===== src/rtl/mux_rr_reg.sv =====
// Registered N-way word multiplexer with direct-select and round-robin modes.
// One output register with a valid/ready handshake on both sides.
module mux_rr_reg #(
  parameter int WIDTH    = 16,
  parameter int CHANNELS = 8,
  parameter int SEL_W    = $clog2(CHANNELS)
) (
  input  logic                      clk,
  input  logic                      rst_n,
  input  logic [CHANNELS*WIDTH-1:0] in_data,
  input  logic [CHANNELS-1:0]       in_valid,
  output logic [CHANNELS-1:0]       in_ready,
  input  logic [SEL_W-1:0]          sel,
  input  logic                      mode,
  output logic [WIDTH-1:0]          out,
  output logic                      out_valid,
  input  logic                      out_ready,
  output logic [SEL_W-1:0]          out_ch
);

  logic [SEL_W-1:0]    rr_ptr;
  logic                load_en;
  logic [CHANNELS-1:0] direct_hit;
  logic                direct_valid;
  logic                rr_valid;
  logic [SEL_W-1:0]    rr_idx;
  logic                grant_valid;
  logic [SEL_W-1:0]    grant_idx;

  // (base + offs) mod CHANNELS, with base < CHANNELS and offs < CHANNELS
  function automatic logic [SEL_W-1:0] wrap_add(input logic [SEL_W-1:0] base, input int offs);
    int s;
    s = int'(base) + offs;
    if (s >= CHANNELS) s = s - CHANNELS;
    return SEL_W'(s);
  endfunction

  assign load_en = !out_valid || out_ready;

  // Comparing sel against each real index means sel >= CHANNELS simply never hits.
  genvar gi;
  generate
    for (gi = 0; gi < CHANNELS; gi++) begin : g_ch
      assign direct_hit[gi] = in_valid[gi] && (sel == SEL_W'(gi));
      assign in_ready[gi]   = rst_n && grant_valid && (grant_idx == SEL_W'(gi));
    end
  endgenerate

  assign direct_valid = |direct_hit;

  // Scan from the far end back toward rr_ptr so the last hit written is the first in order.
  always_comb begin
    rr_valid = 1'b0;
    rr_idx   = '0;
    for (int k = CHANNELS - 1; k >= 0; k--) begin
      if (in_valid[wrap_add(rr_ptr, k)]) begin
        rr_valid = 1'b1;
        rr_idx   = wrap_add(rr_ptr, k);
      end
    end
  end

  always_comb begin
    grant_valid = 1'b0;
    grant_idx   = '0;
    if (load_en) begin
      if (mode) begin
        grant_valid = rr_valid;
        grant_idx   = rr_idx;
      end else begin
        grant_valid = direct_valid;
        grant_idx   = sel;
      end
    end
  end

  always_ff @(posedge clk or negedge rst_n) begin
    if (!rst_n) begin
      out       <= '0;
      out_valid <= 1'b0;
      out_ch    <= '0;
      rr_ptr    <= '0;
    end else if (grant_valid) begin
      out       <= in_data[grant_idx*WIDTH +: WIDTH];
      out_ch    <= grant_idx;
      out_valid <= 1'b1;
      if (mode) begin
        rr_ptr <= (grant_idx == SEL_W'(CHANNELS - 1)) ? '0 : grant_idx + 1'b1;
      end
    end else if (out_ready && out_valid) begin
      out_valid <= 1'b0;
    end
  end

endmodule


===== config.mk =====
export PLATFORM = sky130hd
export DESIGN_NAME = mux_rr_reg
export DESIGN_NICKNAME = d
export VERILOG_FILES = /design/src/rtl/mux_rr_reg.sv
export SDC_FILE = /design/constraint.sdc
export NUM_CORES = 1
export LEC_CHECK = 0
export CORE_AREA = 5 5 106 108
export CTS_BUF_LIST = sky130_fd_sc_hd__clkbuf_4
export DETAILED_ROUTE_END_ITERATION = 8
export DIE_AREA = 0 0 111 113
export GPL_TIMING_DRIVEN = 0
export PLACE_DENSITY_LB_ADDON = 0.3
export SETUP_SLACK_MARGIN = 0.02
export SYNTH_ARGS = -nofsm -noshare
export SYNTH_HDL_FRONTEND = slang
export SYNTH_SLANG_ARGS = --single-unit

===== constraint.sdc =====
create_clock -name clk -period 8.42 [get_ports clk]
set_input_delay 0.842 -clock clk [delete_from_list [all_inputs] [get_ports clk]]
set_output_delay 0.842 -clock clk [all_outputs]
set_load 0.1 [all_outputs]

Word-level counts from Yosys, hierarchy flattened
Cells that the tools add are included.

Logic and storage cells: 123. Input port bits: 143. Register bits after elaboration: 23. Output and inout bits: 28.

Reduce and logical (&&, ||, !) cells: 25. Magnitude comparators: 16. Shifts and indexed selects: 1. Add/sub/neg operators: 16. Eq/ne operators: 14. Multiplexer cells: 47.

Operator list (number): $shiftx A128 B8 Y16 (1); $mux W3 (19); $lt A3 B4 Y1 const B (8); $ge A4 B4 Y1 const B (7); $bmux W1 S3 (8); $eq A3 B3 Y1 const B (8); $sub A3 B1 Y3 const B (8); $mux W1 (20); $logic_and A1 B1 Y1 (18); $add A3 B3 Y4 const B (4); $eq A3 B2 Y1 const B (4); $add A3 B2 Y4 const B (2); $reduce_or A8 Y1 (1); $eq A3 B1 Y1 const B (2); $logic_not A3 Y1 (2); $add A3 B1 Y4 const B (1); $ge A3 B4 Y1 const B (1); $add A3 B1 Y3 const B (1); $reduce_and A2 Y1 (1); $reduce_bool A2 Y1 (1); $logic_not A1 Y1 (1); $logic_or A1 B1 Y1 (1).

Depth between registers and ports, before layout
Gate-level depths: netlist (run 1).

Depth after elaboration: 17. Gate-level depth with buffers: 17. Gate-level depth less buffers: 13.

Least setup slack after synthesis (run 1)
Ideal clock, no wire load.

Kind: reg2out. Start point: reg rr_ptr[1]. End point: out in_ready[1]. Setup slack: 2.054 ns. Stages on the path, launching flop included: 15. Path buffers: 5. Arrival time: 5.524 ns. Data required time: 7.578 ns. Path through: dfrtp_1 > buf_4 > buf_1 > inv_1 > ha_1 > buf_4 > mux4_2 > mux2_4 > mux2i_1 > nand3_1 > o211a_1 > or2_2 > buf_6 > clkbuf_1 > nor3_1.

Cells in the longest elaborated chain, start to end: 17. Elaborated cells on any way between the ends: 70. Classes of those cells: add/sub: 15; order compare: 8; eq/ne: 1; mux: 44; reduce/logical: 2.

RTL lines: start, declared (line 21) `logic [SEL_W-1:0] rr_ptr;`; start signal, assigned (line 88) `rr_ptr <= (grant_idx == SEL_W'(CHANNELS - 1)) ? '0 : grant_idx + 1'b1;`; $add A3 B3 Y4 (line 33) `s = int'(base) + offs;`; $ge A4 B4 Y1 / $sub A3 B1 Y3 (equally long branches) (line 34) `if (s >= CHANNELS) s = s - CHANNELS;`; $mux W3 (line 34); $bmux W1 S3 (line 56) `if (in_valid[wrap_add(rr_ptr, k)]) begin`; $mux W1 (implied by the code) (line 56); $mux W3 / $mux W1 (equally long branches) (8 in series) (line 56); $mux W3 / $mux W1 (equally long branches) (line 67) `if (mode) begin`; $mux W3 / $mux W1 (equally long branches) (line 66) `if (load_en) begin`; $eq A3 B1 Y1 / $logic_and A1 B1 Y1 (equally long branches) (line 45) `assign in_ready[gi] = rst_n && grant_valid && (grant_idx == SEL_W'(gi));`; $logic_and A1 B1 Y1 (*) (line 45); end, declared (line 12) `output logic [CHANNELS-1:0] in_ready,`.

Every way passes the cells marked *; elsewhere a longest branch is shown, timed or not. The select of a mux whose other input is x is not followed.

Worst setup path in the final report (run 1)
Start point: reg rr_ptr[1]. End point: out in_ready[3].

Cells in the longest elaborated chain, start to end: 17. Elaborated cells on any way between the ends: 70. Classes of those cells: add/sub: 15; order compare: 8; eq/ne: 1; mux: 44; reduce/logical: 2.

RTL lines (line): $add A3 B3 Y4 (33); $ge A4 B4 Y1 / $sub A3 B1 Y3 (equally long branches) (34); $mux W3 (34); $bmux W1 S3 (56); $mux W1 (implied by the code) (56); $mux W3 / $mux W1 (equally long branches) (8 in series) (56); $mux W3 / $mux W1 (equally long branches) (67); $mux W3 / $mux W1 (equally long branches) (66); $eq A3 B2 Y1 / $logic_and A1 B1 Y1 (equally long branches) (45); $logic_and A1 B1 Y1 (*) (45).

Marked as above.

==> results of run 1 <==
[power breakdown]
part           switching [uW]  internal, uW  leakage [uW]
registers                33.3           163      0.000279
logic                    1070           641       0.00179
clock network            43.5          18.2     0.0000139
total                    1150           822       0.00208
[area by class of cell]
cell class / count / area, sq um
clock buffers: 3 / 22.5
multi-input cells: 309 / 2550
inverters: 26 / 105
flip-flops and latches: 23 / 576
clock inverters: 1 / 7.51
plain buffers: 39 / 228
repair buffers: 170 / 1700
well taps: 136 / 170
fillers: 917 / 4780
[routing by layer]
| metal | global-route usage | up-vias |
|---|---|---|
| met4 | 0.0731 | 0 |
| met2 | 0.378 | 214 |
| li1 | - | 1913 |
| met5 | 0 | - |
| met3 | 0.0449 | 28 |
| met1 | 0.298 | 2021 |
[synth_stat cells, types with 3 or more instances]
master	instances
sky130_fd_sc_hd__o2111ai_1	15
sky130_fd_sc_hd__o221ai_1	16
sky130_fd_sc_hd__o21ai_0	8
sky130_fd_sc_hd__mux2_2	13
sky130_fd_sc_hd__a211oi_1	15
sky130_fd_sc_hd__a31oi_1	3
sky130_fd_sc_hd__ha_1	5
sky130_fd_sc_hd__buf_2	8
sky130_fd_sc_hd__nor2b_1	3
sky130_fd_sc_hd__inv_1	24
sky130_fd_sc_hd__buf_6	5
sky130_fd_sc_hd__o211ai_2	4
sky130_fd_sc_hd__a21oi_1	4
sky130_fd_sc_hd__nor3_1	5
sky130_fd_sc_hd__a32o_1	16
sky130_fd_sc_hd__mux2_4	14
sky130_fd_sc_hd__nor2_1	9
sky130_fd_sc_hd__nand2b_1	3
sky130_fd_sc_hd__o211ai_1	15
sky130_fd_sc_hd__nand4_1	17
sky130_fd_sc_hd__buf_4	3
sky130_fd_sc_hd__clkbuf_1	20
sky130_fd_sc_hd__mux4_2	16
sky130_fd_sc_hd__dfrtp_1	23
sky130_fd_sc_hd__mux2i_1	11
sky130_fd_sc_hd__nand3_1	5
sky130_fd_sc_hd__nand2_1	78
[cells by family (layout without fill, tap and decap cells)]
kind of cell / Yosys count / in the layout / synth area share
AOI/OAI and AO/OA: 114 / 114 / 0.281
xor gates and xnor gates: 3 / 3 / 0.00976
adders and majority gates: 5 / 5 / 0.0181
buffers and inverters: 65 / 239 / 0.0961
DFF: 23 / 23 / 0.166
muxes: 57 / 57 / 0.257
and+or+nand+nor: 130 / 130 / 0.172
[through the flow]
step	instances	util	instance area, sq um	worst slack [ns]
floorplan	397	-	3460	2.05
global placement	703	0.526	5330	2.03
detailed placement	703	0.526	5330	1.95
CTS	707	0.529	5360	1.50
global route	707	0.529	5360	1.09
finish	707	0.529	5360	1.51
[cell usage in the layout (no fill, tap or decap), types with 4 or more instances in the layout]
cell type / instances
sky130_fd_sc_hd__clkdlybuf4s50_1: 169
sky130_fd_sc_hd__nand2_1: 78
sky130_fd_sc_hd__inv_1: 24
sky130_fd_sc_hd__dfrtp_1: 23
sky130_fd_sc_hd__clkbuf_1: 20
sky130_fd_sc_hd__nand4_1: 17
sky130_fd_sc_hd__mux4_2: 16
sky130_fd_sc_hd__a32o_1: 16
sky130_fd_sc_hd__o221ai_1: 16
sky130_fd_sc_hd__o211ai_1: 15
sky130_fd_sc_hd__o2111ai_1: 15
sky130_fd_sc_hd__a211oi_1: 15
sky130_fd_sc_hd__mux2_4: 14
sky130_fd_sc_hd__mux2_2: 13
sky130_fd_sc_hd__mux2i_1: 11
sky130_fd_sc_hd__buf_2: 9
sky130_fd_sc_hd__nor2_1: 9
sky130_fd_sc_hd__o21ai_0: 8
sky130_fd_sc_hd__buf_6: 5
sky130_fd_sc_hd__nand3_1: 5
sky130_fd_sc_hd__nor3_1: 5
sky130_fd_sc_hd__ha_1: 5
sky130_fd_sc_hd__a21oi_1: 4
sky130_fd_sc_hd__o211ai_2: 4
[registers in the layout, indices dropped and copies added, names as in the netlist]
name,cells
out,16
out_ch,3
out_valid,1
rr_ptr,3
[worst max path at each step]
| stage | endpoint | slack (ns) | depth (start not counted) |
|---|---|---|---|
| global placement | in_ready[3] | 2.03 | 18 |
| global route | in_ready[3] | 1.09 | 18 |
| CTS | in_ready[3] | 1.50 | 18 |
| floorplan | in_ready[1] | 2.05 | 14 |
| detailed placement | in_ready[3] | 1.95 | 18 |
| finish | in_ready[3] | 1.51 | 18 |
[worst max-delay path, delay by kind of cell, from the launching register on]
kind,cells,cell delay [ns]
buf+inv,8,3.18
compound gates,4,0.63
fa+ha+maj,2,0.58
flops,1,0.48
simple gates,3,0.43
mux,1,0.42
==> parameters.txt, run 1 <==
Parameter                              Value

Clocking
  Clock tree from TritonCTS ... built
  Post-CTS Repair Setup Buffers ... 0
  TritonCTS Buffers ... 3
  Clock-pin transition on the worst setup and hold timing paths ... between 0.15 and 0.2 ns
  Maximum clock path buffer count ... 2
  Root buf cell ... sky130_fd_sc_hd__clkbuf_4
  Hold buffer count at CTS ... 0
  H-Tree Level Count ... 1
  Clock insertion delay at the later pin of the skew report ... between 0.3 and 0.4 ns
  Num Clock Sinks ... 23
  Post-cts repair resize count ... 0

Die
  Die Y ... 113 microns
  Placeable core area ... around 10,000 sq um
  # rows ... 37
  X dimension of the die ... roughly 110 microns
  I/O pin count ... between 150 and 200
  Starting density of the core ... 0.341
  DIE AREA ... 12,500 sq um

Power
  Power per cell area ... roughly 370 nW/um^2
  Maximum vdd drop ... ~0.25 mV
  Leakage power ... approximately 0.0021 uW
  Power, Total ... slightly below 2000 uW

Place
  Global placement routability congestion ... about 0.9
  Detailed placer's ending HPWL ... ~12,000 microns
  Port bufs ... 170

Routing
  Drt initial violations ... approximately 440
  Via count of the routed design ... 4,176
  Final routed wirelength across all metal layers ... approximately 15,000 microns
  Detail Route Antenna Nets ... 0
  Remaining design rule violation count ... 0
  Uppermost routed layer ... met4
  Met2 wire length ... just over 7000 microns
  DR WL met3 ... between 1000 and 1500 microns
  Routed len/inst ... 21.0 microns
  Post-Route M1 WL ... slightly above 6000 microns
  Total iterations of the first detailed-routing run ... 5
  Via density ... between 5 and 6

Setup path
  Register-to-register setup slack ... roughly 3.6 ns
  Highest-delay cell along the critical path ... sky130_fd_sc_hd__clkdlybuf4s50_1
  R2R cell count ... 16
  Type of origin of the critical path ... flop
  Critical path start-end classification ... flop to output port
  Cell Chain, Critical Path ... buf_4, buf_1, inv_1, ha_1, buf_4, mux4_2, nor2b_1, o211ai_1, a31oi_1, o21ai_0, o2bb2ai_1, clkbuf_1, buf_2, nor2_1, inv_1, ha_1, and3_1, clkdlybuf4s50_1
  Worst path max stage delay ... between 1 and 1.5 ns
  Data arrival time of the worst path ... between 6 and 7 ns
  Reg-to-reg critical path endpoint ... rr_ptr[2]
  Endpoint type of the worst setup path ... output port
  Biggest fanout along the worst timing path ... 10
  Data required time at the worst endpoint ... ~7.6 ns
  R2R Path Start ... rr_ptr[1]
  Launch point of the worst path ... rr_ptr[1]

Synth
  Biggest area contributors in the synthesized netlist ... sky130_fd_sc_hd__dfrtp_1 17%, sky130_fd_sc_hd__mux4_2 10%, sky130_fd_sc_hd__nand2_1 8.5%, sky130_fd_sc_hd__mux2_4 6.1%, sky130_fd_sc_hd__a32o_1 4.6%
  Mean post-synth cell area ... between 8 and 9 sq um
  Ys flop type ... sky130_fd_sc_hd__dfrtp_1
  Register area share after synthesis ... 0.166
  Synth warnings ... 0
  Number of distinct library cell variants in the gate-level netlist after synthesis ... 58
  Number of enable flip-flop cells after synthesis ... 0
  Proportion of synthesized flip-flops having asynchronous set or reset ... 1.00
  Number of flip-flops and latches in the synthesized netlist ... 23
  Synthesized net count ... approximately 550
  Fraction of synthesized cell area taken by the top area cell type ... 0.166
  Dominant cell type by area after synthesis ... sky130_fd_sc_hd__dfrtp_1
  Post-Synthesis Cells ... 397
  Post-synthesis cell area ... 3460 sq um

Finish
  NumNets Final ... 720
  Final antenna diode count ... 0
  Share of cells above drive strength 1 ... 0.142
  Growth of design area from synthesis to finish ... 54.8%

Timing
  Min Tclk post-route ... approximately 7 ns
  Number of max-slew violations in the final report ... 0
  Achievable clock frequency ... between 100 and 150 MHz
  Final hold slack ... around 0.5 ns
  Worst clock skew on the final layout ... ~0.014 ns
  Least-Margin Pin Slew ... ~1.0 ns
  Final critical-path share of the clock period ... 0.820
  Final hold violation count ... 0
  Max-Slew Margin vs Limit ... 0.304
  Setup TNS ... 0 ns
  Unrepaired setup endpoints after global routing ... false
  Setup violations, final ... 0

Hold path
  Class of the tightest hold or removal check ... input port to asynchronous set/reset pin

Global route
  Pin count of the biggest net entering global routing ... 28
  Global-route wire length before repair ... 23,200 microns
  Number of antenna violations at the first check in global routing ... 0
  Vias in the first global route ... ~4,200
  Overflow after GRT ... 0
  Global-route usage over all layers ... 0.227

Flow run
  Number of max-cap violations ... 0

Run status
  Run status ... complete, no violations
No activity file was read; power rests on OpenSTA's default activity.
==> inputs of run 2 (changes only) <==
- clock period: 8.42 -> 7.06 ns (I/O delays scaled with it)
==> run 2 against run 1 <==
Compared with the run above:
- design area about the same
- clock skew rose by 0.0015 ns
- non-clock buffer count is the same
- flip-flop and latch count did not move
- sequential power is 19% higher
- total power increased by 19%
- clock power up 19%
- setup slack got worse by 1.1 ns
- die area stayed put
- via count grew 0.12%
- critical endpoint is now in_ready[1]
- largest cell class unchanged
- highest routed layer unchanged
==> parameters.txt, run 2 (synthesis results as in run 1) <==
Parameter                              Value

Finish
  Share of cells above drive strength 1 ... 0.142 (unchanged)
  Most frequent cells in the layout ... 168 x sky130_fd_sc_hd__clkdlybuf4s50_1, 78 x sky130_fd_sc_hd__nand2_1, 24 x sky130_fd_sc_hd__inv_1, 23 x sky130_fd_sc_hd__dfrtp_1, 20 x sky130_fd_sc_hd__clkbuf_1
  Final antenna diode count ... 0 (unchanged)
  Final-layout fill cell count ... 916 (-0.11%)
  Final cell count without fillers ... 707 (unchanged)
  NumNets Final ... 720 (unchanged)
  Largest Register ... out
  Area taken by flip-flops and latches ... 576 sq um (unchanged)
  Most common library cell in the layout ignoring fill and taps ... sky130_fd_sc_hd__clkdlybuf4s50_1
  Area occupied by multi-input gates ... 2550 sq um (unchanged)
  Growth of design area from synthesis to finish ... 54.9% (about the same)
  Regs by FF count ... out: 16 flops, out_ch: 3 flops, rr_ptr: 3 flops
  Flip-flop count of the largest register, all copies and words added ... 16 (unchanged)

Clocking
  Clock-pin transition on the worst setup and hold timing paths ... 0.17 ns (about the same)
  Post-cts repair resize count ... 0 (unchanged)
  Maximum clock path buffer count ... 2 (unchanged)
  Num Clock Sinks ... 23 (unchanged)
  Post-CTS Repair Setup Buffers ... 0 (unchanged)
  TritonCTS Buffers ... 3 (unchanged)
  Clock insertion delay at the later pin of the skew report ... 0.35 ns (about the same)
  H-Tree Level Count ... 1 (unchanged)
  Clock tree from TritonCTS ... built
  Hold buffer count at CTS ... 0 (unchanged)
  Root buf cell ... sky130_fd_sc_hd__clkbuf_4

Routing
  Post-Route M1 WL ... 6030 microns (-2.4%)
  DR WL met3 ... 1180 microns (+12%)
  Via count of the routed design ... 4,181 (+0.12%)
  Drt initial violations ... 442 (unchanged)
  Uppermost routed layer ... met4
  Remaining design rule violation count ... 0 (unchanged)
  Routed len/inst ... 21.0 microns (about the same)
  Detail Route Antenna Nets ... 0 (unchanged)
  Via density ... 5.91 (+0.12%)
  Final routed wirelength across all metal layers ... 14,900 microns (about the same)
  Met2 wire length ... 7200 microns (+0.11%)
  Total iterations of the first detailed-routing run ... 5 (unchanged)

Flow run
  Number of max-cap violations ... 0 (unchanged)

Power
  Maximum vdd drop ... 0.298 mV (+19%)
  Power per cell area ... 439 nW/um^2 (+19%)
  Leakage power ... 0.00210 uW (+0.89%)

Global route
  Pin count of the biggest net entering global routing ... 28 (unchanged)
  Number of antenna violations at the first check in global routing ... 0 (unchanged)
  Vias in the first global route ... 4,224 (unchanged)
  Global-route wire length before repair ... 23,200 microns (unchanged)
  Overflow after GRT ... 0 (unchanged)
  Global-route usage over all layers ... 0.227 (unchanged)

Die
  # rows ... 37 (unchanged)
  I/O pin count ... 171 (unchanged)
  X dimension of the die ... 111 microns (unchanged)
  Die Y ... 113 microns (unchanged)
  DIE AREA ... 12,500 sq um (unchanged)
  Starting density of the core ... 0.341 (unchanged)
  Placeable core area ... 10,100 sq um (unchanged)

Place
  Placed Cells ... 703 (unchanged)
  Global placement routability congestion ... 0.898 (unchanged)
  Port bufs ... 170 (unchanged)
  Detailed placer's ending HPWL ... 11,500 microns (unchanged)

Timing
  Least-Margin Pin Slew ... 1.04 ns (-0.00195 ns)
  Worst clock skew on the final layout ... 0.0151 ns (+0.00151 ns)
  Final critical-path share of the clock period ... 0.948
  Unrepaired setup endpoints after global routing ... false
  Min Tclk post-route ... approximately 6.7 ns
  Max-Slew Margin vs Limit ... 0.305 (+0.00131)
  Final hold violation count ... 0 (unchanged)
  Number of max-slew violations in the final report ... 0 (unchanged)
  Setup TNS ... 0 ns (unchanged)
  Achievable clock frequency ... roughly 150 MHz
  Setup violations, final ... 0 (unchanged)

Setup path
  Endpoint type of the worst setup path ... output port
  Critical path start-end classification ... flop to output port
  Biggest fanout along the worst timing path ... 10 (unchanged)
  Data required time at the worst endpoint ... 6.35 ns (-1.23 ns)
  Data arrival time of the worst path ... 5.99 ns (-0.07 ns)
  Type of origin of the critical path ... flop

Run status
  Run status ... complete, no violations

Hold path
  Class of the tightest hold or removal check ... input port to asynchronous set/reset pin
run 2: cell count changes in the layout (fill, tap and decap cells not counted):
cell                              previous run  this run
sky130_fd_sc_hd__dlymetal6s2s_1              0         1
sky130_fd_sc_hd__clkdlybuf4s50_1           169       168
run 2: metrics by stage:
step | setup slack (ns) | power, uW | hold WS, ns | utilization | cell area [sq um]
after detailed placement | 0.730 | 2260 | 0.471 | 0.526 | 5330
after CTS | 0.276 | 2340 | 0.511 | 0.529 | 5360
final | 0.369 | 2350 | 0.362 | 0.529 | 5360
after floorplan | 0.830 | 1750 | 0.410 | - | 3460
after global placement | 0.806 | 2230 | 0.468 | 0.526 | 5330
after global routing | 0.0539 | 2490 | 0.379 | 0.529 | 5360
run 2: routing by layer:
| layer | up-vias | global-route usage |
|---|---|---|
| met5 | - | 0 |
| li1 | 1912 | - |
| met4 | 0 | 0.0731 |
| met1 | 2010 | 0.298 |
| met2 | 231 | 0.378 |
| met3 | 28 | 0.0449 |
run 2: worst max-delay path, stage by stage, from the launching register on:
cell and delay, ns:
sky130_fd_sc_hd__dfrtp_1 0.49, sky130_fd_sc_hd__buf_4 0.26, sky130_fd_sc_hd__buf_1 0.48, sky130_fd_sc_hd__inv_1 0.18
sky130_fd_sc_hd__ha_1 0.45, sky130_fd_sc_hd__buf_4 0.25, sky130_fd_sc_hd__mux4_2 0.42, sky130_fd_sc_hd__mux2_4 0.34
sky130_fd_sc_hd__mux2i_1 0.20, sky130_fd_sc_hd__nand3_1 0.10, sky130_fd_sc_hd__o211a_1 0.29, sky130_fd_sc_hd__or2_2 0.32
sky130_fd_sc_hd__buf_6 0.14, sky130_fd_sc_hd__clkbuf_1 0.26, sky130_fd_sc_hd__nor3_1 0.29, sky130_fd_sc_hd__clkdlybuf4s50_1 1.17
run 2: report_power, final:
group	internal [uW]	switching (uW)
Sequential	194	40.0
Clock	21.7	52.0
Combinational	765	1280
run 2: final cells by class:
class / instances / area share
buffer: 39 / 0.0425
sequential: 23 / 0.107
timing repair buffer: 170 / 0.317
multi-input combinational: 309 / 0.476
tap: 136 / 0.0317
clock inverter: 1 / 0.00140
clock buffer: 3 / 0.00420
inverter: 26 / 0.0196
run 2: path summary, 6_finish.rpt:
kind / cells after the start / end / slack [ns] / from
max: 15 / in_ready[1] / 0.37 / rr_ptr[1]
min: 1 / out[0] / 0.36 / rst_n
min reg2reg: 2 / out[10] / 0.51 / out[10]
max in group asynchronous: 1 / out[2] / 6.28 / rst_n
max reg2reg: 16 / rr_ptr[2] / 2.19 / rr_ptr[1]
min in group clk: 2 / out[10] / 0.51 / out[10]
==> inputs of run 3 (changes only) <==
--- a/config.mk
+++ b/config.mk
@@ -8,3 +8,3 @@
 export CORE_AREA = 5 5 106 108
-export CTS_BUF_LIST = sky130_fd_sc_hd__clkbuf_4
+export CTS_BUF_LIST = sky130_fd_sc_hd__clkbuf_16
 export DETAILED_ROUTE_END_ITERATION = 8
@@ -12,2 +12,3 @@
 export GPL_TIMING_DRIVEN = 0
+export HOLD_SLACK_MARGIN = 0.02
 export PLACE_DENSITY_LB_ADDON = 0.3
--- a/constraint.sdc
+++ b/constraint.sdc
@@ -3,2 +3,2 @@
 set_output_delay 0.706 -clock clk [all_outputs]
-set_load 0.1 [all_outputs]
+set_load 0.01 [all_outputs]
==> run 3 against run 2 <==
Compared with the run above:
- sequential power about the same
- hold slack better by 0.098 ns
- global-route usage about the same
- total power down 14%
- via count up 0.19%
- setup slack better by 0.61 ns
- fmax up 9.9%
- clock skew down 0.011 ns
- final cell count unchanged
- critical endpoint is now in_ready[3]
- largest power group unchanged
==> parameters.txt, run 3 (synthesis results as in run 1) <==
Parameter                              Value

Run status
  Run status ... complete, no violations

Place
  Detailed placer's ending HPWL ... 11,500 microns (unchanged)
  Placed Cells ... 703 (unchanged)
  Placement Setup Slack ... 1.33 ns (+0.599 ns)
  Port bufs ... 170 (unchanged)
  Global placement routability congestion ... 0.898 (unchanged)

Setup path
  Biggest fanout along the worst timing path ... 10 (unchanged)
  Cell Chain, Critical Path ... buf_4, buf_1, inv_1, ha_1, buf_4, mux4_2, nor2b_1, o211ai_1, a31oi_1, o21ai_0, o2bb2ai_1, clkbuf_1, buf_2, nor2_1, inv_1, ha_1, and3_1, clkdlybuf4s50_1
  Highest-delay cell along the critical path ... sky130_fd_sc_hd__clkdlybuf4s50_1
  Worst path max stage delay ... 0.55 ns (-0.62 ns)
  Data arrival time of the worst path ... 5.38 ns (-0.61 ns)
  Data required time at the worst endpoint ... 6.35 ns (about the same)
  Critical path start-end classification ... flop to output port
  Type of origin of the critical path ... flop
  Endpoint type of the worst setup path ... output port

Die
  # rows ... 37 (unchanged)
  Starting density of the core ... 0.341 (unchanged)
  Placeable core area ... 10,100 sq um (unchanged)
  DIE AREA ... 12,500 sq um (unchanged)
  I/O pin count ... 171 (unchanged)
  Die Y ... 113 microns (unchanged)
  X dimension of the die ... 111 microns (unchanged)

Finish
  Largest Register ... out
  NumNets Final ... 720 (unchanged)
  Share of cells above drive strength 1 ... 0.142 (unchanged)
  Final-layout fill cell count ... 914 (-0.22%)
  Final antenna diode count ... 0 (unchanged)
  Final cell count without fillers ... 707 (unchanged)
  Most frequent cells in the layout ... 169 x sky130_fd_sc_hd__clkdlybuf4s50_1, 78 x sky130_fd_sc_hd__nand2_1, 24 x sky130_fd_sc_hd__inv_1, 23 x sky130_fd_sc_hd__dfrtp_1, 20 x sky130_fd_sc_hd__clkbuf_1
  Area occupied by multi-input gates ... 2550 sq um (unchanged)
  Regs by FF count ... out: 16 flops, out_ch: 3 flops, rr_ptr: 3 flops
  Most common library cell in the layout ignoring fill and taps ... sky130_fd_sc_hd__clkdlybuf4s50_1
  Flip-flop count of the largest register, all copies and words added ... 16 (unchanged)
  Growth of design area from synthesis to finish ... 56.3%
  Area taken by flip-flops and latches ... 576 sq um (unchanged)

Hold path
  Class of the tightest hold or removal check ... input port to asynchronous set/reset pin

Clocking
  Clock insertion delay at the later pin of the skew report ... 0.27 ns (-0.08 ns)
  Hold buffer count at CTS ... 0 (unchanged)
  H-Tree Level Count ... 1 (unchanged)
  Clock tree from TritonCTS ... built
  TritonCTS Buffers ... 3 (unchanged)
  Post-CTS Repair Setup Buffers ... 0 (unchanged)
  Root buf cell ... sky130_fd_sc_hd__clkbuf_16
  Clock-pin transition on the worst setup and hold timing paths ... 0.07 ns (-0.10 ns)
  Maximum clock path buffer count ... 2 (unchanged)
  Post-cts repair resize count ... 0 (unchanged)
  Num Clock Sinks ... 23 (unchanged)

Global route
  Pin count of the biggest net entering global routing ... 28 (unchanged)
  Met2 track utilization from global routing ... 0.378 (unchanged)
  Met1 global-route usage ... 0.300 (+0.00231)
  Overflow after GRT ... 0 (unchanged)
  Number of antenna violations at the first check in global routing ... 0 (unchanged)
  Global-route usage over all layers ... 0.228 (+0.000452)
  GR Util met3 ... 0.0449 (unchanged)
  Global-route wire length before repair ... 23,200 microns (+0.12%)
  Gr busiest metal ... met2
  Vias in the first global route ... 4,226 (+0.047%)

Power
  Power per cell area ... 372 nW/um^2 (-15%)
  Leakage power ... 0.00211 uW (+0.22%)
  Maximum vdd drop ... 0.186 mV (-38%)

Routing
  Total iterations of the first detailed-routing run ... 5 (unchanged)
  Final routed wirelength across all metal layers ... 14,900 microns (+0.36%)
  Detail Route Antenna Nets ... 0 (unchanged)
  Routed len/inst ... 21.1 microns (+0.36%)
  Via density ... 5.93 (+0.19%)
  Remaining design rule violation count ... 0 (unchanged)
  Via count of the routed design ... 4,189 (+0.19%)
  Drt initial violations ... 395 (-11%)

Timing
  Final critical-path share of the clock period ... 0.862 (-0.0857)
  Final Worst Setup Slack ... 0.974 ns (+0.605 ns)
  Final hold slack ... 0.461 ns (+0.0984 ns)
  Max-Slew Margin vs Limit ... 0.335 (+0.0299)
  Least-Margin Pin Slew ... 0.993 ns (-0.0463 ns)
  Setup TNS ... 0 ns (unchanged)
  Final hold violation count ... 0 (unchanged)
  Achievable clock frequency ... 164 MHz (+9.9%)
  Min Tclk post-route ... 6.09 ns (-0.605 ns)
  Unrepaired setup endpoints after global routing ... false
  Setup violations, final ... 0 (unchanged)
  Number of max-slew violations in the final report ... 0 (unchanged)
  Worst clock skew on the final layout ... 0.00377 ns (-0.0114 ns)

Flow run
  Number of max-cap violations ... 0 (unchanged)
[run 3: layer usage]
layer  up-vias  share of wire  wire length, microns
met4         0          0.029                   434
met2       215           0.49                  7260
met5         -              0                     0
met3        33          0.071                  1060
met1      2034           0.41                  6150
li1       1907              -                     -
[run 3: metrics by stage]
step                utilization  area (sq um)  power, uW
detailed placement        0.526          5330       1860
finish                    0.534          5410       2010
global route              0.534          5410       2160
floorplan                     -          3460       1360
CTS                       0.534          5420       2000
global placement          0.526          5330       1830
[run 3: path summary, 6_finish.rpt]
| kind | cells past startpoint | slack (ns) | end | from |
|---|---|---|---|---|
| worst max-delay path | 18 | 0.97 | in_ready[3] | rr_ptr[1] |
| worst min-delay path | 1 | 0.46 | out[3] | rst_n |
| worst max register to register | 16 | 2.19 | rr_ptr[2] | rr_ptr[1] |
| worst min register to register | 2 | 0.49 | out[15] | out[15] |
| max in group asynchronous | 1 | 6.17 | out[2] | rst_n |
| min in group clk | 2 | 0.49 | out[15] | out[15] |
[run 3: final cells by class]
cell class              count  area share
repair buffers            170       0.314
flip-flops and latches     23       0.106
clock buffers               3      0.0139
clock inverters             1     0.00139
inverters                  26      0.0194
plain buffers              39      0.0421
multi-input cells         309       0.472
well taps                 136      0.0314
[run 3: critical path, delay by kind of cell (launching register included)]
family | cells | cell delay (ns)
buf+inv | 8 | 2.59
compound gates | 4 | 0.63
fa+ha+maj | 2 | 0.58
flops | 1 | 0.46
simple gates | 3 | 0.43
mux | 1 | 0.42
[run 3: report_power, final]
part	total, uW	internal [uW]	switching (uW)
Clock	134	77.1	56.4
Sequential	234	195	39.6
Combinational	1640	766	879
Total	2010	1040	975
